--- src/rtl/contador_ud_rango_2dig_pkg.sv ---
// rtl/contador_ud_rango_2dig_pkg.sv - shared select codes, timing defaults and BCD helper for the setting counters
package contador_ud_rango_2dig_pkg;

    localparam logic [3:0] SEL_SEG  = 4'd0;
    localparam logic [3:0] SEL_MIN  = 4'd1;
    localparam logic [3:0] SEL_HORA = 4'd2;
    localparam logic [3:0] SEL_DIA  = 4'd3;
    localparam logic [3:0] SEL_MES  = 4'd4;
    localparam logic [3:0] SEL_ANO  = 4'd5;

    // 100 MHz clock: 0.5 s before auto-repeat, then 10 steps per second
    localparam int DEF_HOLD_CYCLES   = 50_000_000;
    localparam int DEF_REPEAT_CYCLES = 10_000_000;

    function automatic logic [7:0] bcd2(input int unsigned v);
        int unsigned t;
        int unsigned u;
        if (v > 99) begin
            return 8'd0;
        end
        t = v / 10;
        u = v % 10;
        return {t[3:0], u[3:0]};
    endfunction

endpackage

--- src/rtl/contador_ud_rango_2dig_detector.sv ---
// rtl/contador_ud_rango_2dig_detector.sv - button edge tick plus hold-to-auto-repeat tick generator
module detector_flanco_repeticion #(
    parameter int HOLD_CYCLES   = 50_000_000,
    parameter int REPEAT_CYCLES = 10_000_000
) (
    input  logic clk,
    input  logic reset,
    input  logic btn,
    input  logic en,
    output logic tick
);

    localparam int MAX_CYCLES = (HOLD_CYCLES > REPEAT_CYCLES) ? HOLD_CYCLES : REPEAT_CYCLES;
    localparam int CW         = $clog2(MAX_CYCLES + 1);
    localparam logic [CW-1:0] HOLD_C   = CW'(HOLD_CYCLES);
    localparam logic [CW-1:0] REPEAT_C = CW'(REPEAT_CYCLES);

    logic          btn_q;
    logic [CW-1:0] cnt;
    logic          repeating;
    logic          active;
    logic          edge_tick;
    logic          period_done;

    assign active    = btn & en;
    assign edge_tick = active & ~btn_q;

    always_comb begin
        period_done = 1'b0;
        if (repeating) begin
            period_done = (cnt == REPEAT_C);
        end else begin
            period_done = (cnt == HOLD_C);
        end
    end

    // cnt is 0 on the edge cycle, so the edge tick and a timer tick never coincide
    assign tick = edge_tick | (active & period_done);

    always_ff @(posedge clk) begin
        if (reset) begin
            btn_q     <= btn;
            cnt       <= '0;
            repeating <= 1'b0;
        end else begin
            btn_q <= btn;
            if (!active) begin
                cnt       <= '0;
                repeating <= 1'b0;
            end else if (period_done) begin
                cnt       <= CW'(1);
                repeating <= 1'b1;
            end else begin
                cnt <= cnt + CW'(1);
            end
        end
    end

endmodule

--- src/rtl/contador_ud_rango_2dig.sv ---
// rtl/contador_ud_rango_2dig.sv - two-digit up/down field counter with runtime upper bound, load, clamp and wrap pulses
module contador_ud_rango_2dig
    import contador_ud_rango_2dig_pkg::*;
#(
    parameter int W             = 7,
    parameter int MIN_VAL       = 0,
    parameter int SEL_CODE      = 5,
    parameter int HOLD_CYCLES   = DEF_HOLD_CYCLES,
    parameter int REPEAT_CYCLES = DEF_REPEAT_CYCLES
) (
    input  logic         clk,
    input  logic         reset,
    input  logic [3:0]   en_count,
    input  logic         enUP,
    input  logic         enDOWN,
    input  logic [W-1:0] max_val,
    input  logic         load,
    input  logic [W-1:0] load_val,
    output logic [W-1:0] value,
    output logic [3:0]   digit1,
    output logic [3:0]   digit0,
    output logic         wrap_up,
    output logic         wrap_down
);

    localparam logic [W-1:0] MIN_W = W'(MIN_VAL);

    logic         sel;
    logic         up_tick;
    logic         down_tick;
    logic [W-1:0] load_clamped;
    logic [7:0]   bcd;

    assign sel = (en_count == 4'(SEL_CODE));

    detector_flanco_repeticion #(
        .HOLD_CYCLES   (HOLD_CYCLES),
        .REPEAT_CYCLES (REPEAT_CYCLES)
    ) u_det_up (
        .clk   (clk),
        .reset (reset),
        .btn   (enUP),
        .en    (sel),
        .tick  (up_tick)
    );

    detector_flanco_repeticion #(
        .HOLD_CYCLES   (HOLD_CYCLES),
        .REPEAT_CYCLES (REPEAT_CYCLES)
    ) u_det_down (
        .clk   (clk),
        .reset (reset),
        .btn   (enDOWN),
        .en    (sel),
        .tick  (down_tick)
    );

    always_comb begin
        load_clamped = load_val;
        if (load_val < MIN_W) begin
            load_clamped = MIN_W;
        end else if (load_val > max_val) begin
            load_clamped = max_val;
        end
    end

    always_ff @(posedge clk) begin
        if (reset) begin
            value     <= MIN_W;
            wrap_up   <= 1'b0;
            wrap_down <= 1'b0;
        end else begin
            wrap_up   <= 1'b0;
            wrap_down <= 1'b0;
            if (load) begin
                value <= load_clamped;
            end else if (value > max_val) begin
                // bound dropped under us (e.g. day 31 when month becomes Feb)
                value <= max_val;
            end else if (up_tick && !down_tick) begin
                if (value == max_val) begin
                    value   <= MIN_W;
                    wrap_up <= 1'b1;
                end else begin
                    value <= value + W'(1);
                end
            end else if (down_tick && !up_tick) begin
                if (value == MIN_W) begin
                    value     <= max_val;
                    wrap_down <= 1'b1;
                end else begin
                    value <= value - W'(1);
                end
            end
        end
    end

    assign bcd    = bcd2(32'(value));
    assign digit1 = bcd[7:4];
    assign digit0 = bcd[3:0];

endmodule
--- config.mk ---
export PLATFORM = sky130hd
export DESIGN_NAME = contador_ud_rango_2dig
export DESIGN_NICKNAME = d
export VERILOG_FILES = /design/src/rtl/contador_ud_rango_2dig_pkg.sv /design/src/rtl/contador_ud_rango_2dig_detector.sv /design/src/rtl/contador_ud_rango_2dig.sv
export SDC_FILE = /design/constraint.sdc
export NUM_CORES = 1
export LEC_CHECK = 0
export ABC_CLOCK_PERIOD_IN_PS = 6850
export CORE_MARGIN = 1.5
export CORE_UTILIZATION = 35
export DETAILED_ROUTE_END_ITERATION = 10
export PLACE_DENSITY = 0.61
export SYNTH_ARGS = -nofsm -noshare
export SYNTH_HDL_FRONTEND = slang
export SYNTH_SLANG_ARGS = --single-unit
--- constraint.sdc ---
create_clock -name clk -period 6.85 [get_ports clk]
set_input_delay 1.37 -clock clk [delete_from_list [all_inputs] [get_ports clk]]
set_output_delay 1.37 -clock clk [all_outputs]
set_load 0.01 [all_outputs]
; ---- Word level (Yosys, flattened, before mapping)
; Index checks and enable logic that the tools add are counted.
[classes]
n_div = 2
bitwise_logic = 14
n_eq_ne = 6
n_reduce_logical = 12
n_lt_le_gt_ge = 4
addsub = 4
mux = 17
[ops]
columns = cell, n
row1 = two-way mux 7 bit, 8
row2 = "adder 26 x 1 -> 26 bit, second input constant", 2
row3 = "equality test 26 x 24 -> 1 bit, second input constant", 2
row4 = "equality test 26 bit, second input constant", 2
row5 = "divider 7 x 4 -> 32 bit, second input constant", 1
row6 = "modulo 7 x 4 -> 32 bit, second input constant", 1
row7 = two-way mux 8 bit, 2
row8 = greater-than comparator 7 bit, 2
row9 = "adder 7 x 1 -> 7 bit, second input constant", 1
row10 = equality test 7 bit, 1
row11 = "greater-than comparator 7 bit, second input constant", 1
row12 = logical NOT 7 bit, 1
row13 = "< comparator 7 x 1 -> 1 bit, second input constant", 1
row14 = two-way mux 1 bit, 7
row15 = "subtractor 7 x 1 -> 7 bit, second input constant", 1
row16 = bitwise AND 1 bit, 6
row17 = inverter 1 bit, 6
row18 = OR reduction 3 bit, 2
row19 = OR reduction 5 bit, 1
row20 = "equality test 4 x 3 -> 1 bit, second input constant", 1
row21 = nonzero test 4 bit, 1
row22 = OR reduction 2 bit, 2
row23 = OR reduction 4 bit, 1
row24 = logical AND 1 bit, 2
row25 = other kinds (2), 4
[word_totals]
out_inout_bits = 17
elab_cells = 70
regBits = 65

; ---- Depth between registers and ports, before layout
[depth]
ltp_word = 10
ltp_mapped = 15
depth_no_buf = 15

; ---- Modules after synthesis
; A second synthesis with hierarchy kept.
[unflattened]
hier_cells = 579
hier_area_um2 = 4890.9
[by_module_without_submodules]
columns = module, cells_each, instances, area_each_um2
row1 = detector_flanco_repeticion, 160, 2, 1462.7
row2 = contador_ud_rango_2dig, 259, 1, 1965.6

; ---- Worst setup path after synthesis
; OpenSTA, ideal clock, no wires.
[synth_path]
kind = register to output
start = reg value[4]
end = out digit0[2]
path_buffers = 1
stages_incl_launch_ff = 12
t_arrival_ns = 2.416
path_slack_ns = 3.064
t_required_ns = 5.480
path_cell_list = dfxtp_1 > buf_4 > nor2_1 > inv_1 > ha_1 > nand2b_1 > a21oi_1 > o211ai_1 > nand3_1 > xnor2_1 > ha_1 > a211oi_1
[synth_between]
elab_chain_len = 3
elab_cells_between_ends = 4
[synth_lines]
columns = element, line_no
row1 = "start, declared", contador_ud_rango_2dig.sv:19  ; output logic [W-1:0] value,
row2 = "start signal, assigned", contador_ud_rango_2dig.sv:76  ; value <= load_clamped;
row3 = "start signal, assigned", contador_ud_rango_2dig.sv:79  ; value <= max_val;
row4 = "start signal, assigned", contador_ud_rango_2dig.sv:85  ; value <= value + W'(1);
row5 = "parallel branches: the longest is 2 deep, another holds modulo 7 x 4 -> 32 bit", n/a
row6 = two-way mux 8 bit *, contador_ud_rango_2dig_pkg.sv:21  ; t = v / 10;
row7 = "end, declared", contador_ud_rango_2dig.sv:21  ; output logic [3:0] digit0,
; Mark *: on every way between the ends.

; ---- Final worst setup path
; Same ends and word-level chain as after synthesis.

==> impl_metrics.tcl <==
set metrics [dict create \
    avgRoutedWirePerCell_um 14.1 \
    viasPerCell 5.29 \
    period_share 0.743 \
    track_usage 0.165 \
    power_density_nw_per_um2 239 \
    crit_chain "nor2_1 -> inv_1 -> ha_1 -> nand2b_1 -> o311ai_1 -> nand4_1 -> nand4b_4 -> nand4_1 -> a211oi_1 -> clkdlybuf4s50_1" \
    whs_path_depth 2 \
    synth_top_area_frac 0.296 \
    post_cts_buffers 0 \
    synth_area_sq_um 4400 \
    cp.required_ps 5480 \
    rsz0062_at_grt "false" \
    final_cell_area_sq_um 5230 \
    yosysWarnings 0 \
    die_x_um 115 \
    nets 624 \
    hold_viol 0 \
    synthDistinctLibCells 79 \
    grt_pass1_wl_um 17600 \
    swShare 0.280 \
    peakVddDrop_mv 0.143 \
    die_y_um 115 \
    critPathTopFamily "simple AND/OR/NAND/NOR gates" \
    seq_area_frac_synth 0.296 \
    fill_cells 1196 \
    path_clk_slew_ps 60 \
    drc 0 \
    post_cts_resized 0 \
    tns_ps 0 \
    power_leakage_nw 1.85 \
    switching_power_mw 0.351 \
    worstPathMaxFanout 24 \
    p_clk_frac 0.416 \
    ctsRootBufferMaster "clkbuf_16" \
    postPlaceCellArea_sq_um 4890 \
    cts_tree "built" \
    endpoint_kind "primary output" \
    synthFlopType "dfxtp_1" \
    cp_data_arrival_time_ps 3720 \
    crit_path_top_delay_cell "dfxtp_1" \
    fin_skew_ps 10.4 \
    syn_to_final_growth_pct 18.8 \
    worst-path-buf-inv 2 \
    start_util 0.362 \
    synth_nets 593 \
    setup_violations 0 \
    ant_nets 0 \
    rr_worst_depth 14 \
    numCtsBuffers 9 \
    dp.cells 733 \
    hold_path_end "u_det_up.repeating" \
    cts_hold_buf 0 \
    min_path_type "reg -> reg" \
    yosysTopAreaCell "dfxtp_1" \
    synthCells 545 \
    drt_iter0_drc 274 \
    port_buffers 39 \
    final_util 0.430 \
    dpl.hpwl_um 7720 \
    gp_congestion 0.842 \
    drive_above_1_share 0.0792 \
    clock_path_buffers 2 \
    fmax_mhz 196 \
    gr-total-overflow 0 \
    critPathMaxStageDelay_ps 860 \
    cp_common_cell "nand4_1" \
    n_antenna_cell 0 \
    synth_edf_count 0 \
    grt_max_degree 25 \
    relSlewSlack 0.412 \
    worst_setup_path_start_kind "register" \
    wl_um 10600 \
    synth_seq_cells 65 \
    worst_slew_pin_slew_ps 880 \
    antenna_found_initial 0 \
    instances_no_fill 749 \
    core-area_sq_um 12200 \
    dieArea_sq_um 13300 \
    pwr-share-seq 0.330 \
    synthTopCellsByArea "dfxtp_1, ha_1, nor2_1" \
    period_needed_ps 5090 \
    critPathKind "reg -> out" \
    cts.sinks 65 \
    layout_setup_ws_ps 1760 \
    synthArstFlopShare 0 \
    slew_violations 0 \
    hold_start "u_det_up.repeating" \
    max_cap_viol_count 0 \
    worst_skew_pair.late_latency_ps 330 \
    avgSynthCellArea_sq_um 8.08 \
    rr_startpoint "u_det_down.cnt[12]" \
    ff2ff_setup_slack_ps 3380 \
    firstDrtPassIters 5 \
    p_int_mw 0.900 \
    timing.rr.end "value[6]" \
    htree_levels 3 \
    combPwrFrac 0.254 \
    grt_pass1_vias 3706 \
    rows 40 \
    pre_cts_ws_ps 2120 \
    io_pins 40 \
    outcome "finished, final reports clean" \
    vias 3963 \
]
-- cells in the final DEF, fill, tap and decap left out, types with 4 or more instances in the layout --
cell type,netlist,routed
a211oi_1,5,5
a21oi_1,23,23
a31oi_1,6,6
and2_1,5,5
and3_1,10,10
and4_1,4,4
clkbuf_16,0,9
clkdlybuf4s50_1,0,39
dfxtp_1,65,65
ha_1,25,25
inv_1,26,26
nand2_1,45,45
nand2b_1,6,6
nand3_1,30,30
nand4_1,15,15
nor2_1,83,83
nor2_2,4,4
nor2b_1,10,10
nor3_1,10,10
nor4b_1,4,4
o21ai_0,15,15
xnor2_1,24,24
xor2_1,32,32
-- cell usage after synthesis (5+ instances only) --
| master | number |
|---|---|
| a21oi_1 | 23 |
| a31oi_1 | 6 |
| nand4_1 | 15 |
| nor2b_1 | 10 |
| nor2_1 | 83 |
| nand2b_1 | 6 |
| ha_1 | 25 |
| buf_2 | 10 |
| xnor2_1 | 24 |
| xor2_1 | 32 |
| nor3_1 | 10 |
| nand3_1 | 30 |
| and3_1 | 10 |
| a211oi_1 | 5 |
| o21ai_0 | 15 |
| and2_1 | 5 |
| inv_1 | 26 |
| clkbuf_1 | 5 |
| dfxtp_1 | 65 |
| nand2_1 | 45 |
-- kinds of logic after synthesis --
group,count (synthesis),synth area share
adder cells (fa/ha/maj),26,0.0736
AO/OA/AOI/OAI,89,0.141
AND/OR/NAND/NOR,261,0.327
XOR/XNOR,56,0.111
buffers and inverters,47,0.0494
multiplexers,1,0.00256
flip-flops,65,0.296
-- power groups by stage --
stage	registers [mW]	clock network [mW]	logic (mW)
floorplan	0.402	0	0.220
global placement	0.420	0	0.313
detailed placement	0.420	0	0.315
CTS	0.411	0.528	0.317
global route	0.414	0.545	0.348
finish	0.412	0.520	0.318
-- area by class of cell --
type	count	area, sq um	area share
Multi-Input combinational cell	433	2880	0.551
Timing Repair Buffer	40	398	0.0761
Sequential cell	65	1300	0.249
Clock inverter	5	104	0.0199
Tap cell	168	210	0.0402
Inverter	27	101	0.0194
Clock buffer	11	233	0.0445
-- sequential cells by signal, summed over array words and instances (netlist names) --
register              flops
wrap_down                 1
u_det_up.cnt             26
wrap_up                   1
u_det_down.repeating      1
value                     7
u_det_down.cnt           26
u_det_up.repeating        1
u_det_down.btn_q          1
u_det_up.btn_q            1
-- worst max path at each step --
stage / start / endpoint / slack (ps) / cells past startpoint
floorplan: value[4] / digit0[2] / 3060 / 11
global placement: value[4] / digit0[3] / 2200 / 13
detailed placement: value[4] / digit0[3] / 2120 / 13
CTS: value[4] / digit0[3] / 1780 / 13
global route: value[4] / digit0[2] / 1490 / 10
finish: value[4] / digit0[2] / 1760 / 10
-- routing by layer --
metal / share of wire / track usage / vias up / wire (um)
li1: - / - / 1988 / -
met1: 0.50 / 0.233 / 1821 / 5260
met2: 0.44 / 0.248 / 130 / 4640
met3: 0.050 / 0.0358 / 24 / 524
met4: 0.015 / 0.0551 / 0 / 155
met5: 0 / 0 / - / 0
-- stage by stage --
step / power (mW) / hold slack [ps]
3_3_place_gp: 0.733 / 472
2_1_floorplan: 0.622 / 442
6_report: 1.25 / 493
5_1_grt: 1.31 / 523
3_5_place_dp: 0.735 / 480
4_1_cts: 1.26 / 488
-- worst min-delay path, delay by kind of cell, from the launching register on --
family                 cells  cell delay [ps]
DFF                        1              310
buffers and inverters      1               80
AOI/OAI and AO/OA          1               60
No activity file was read; power rests on OpenSTA's default activity.
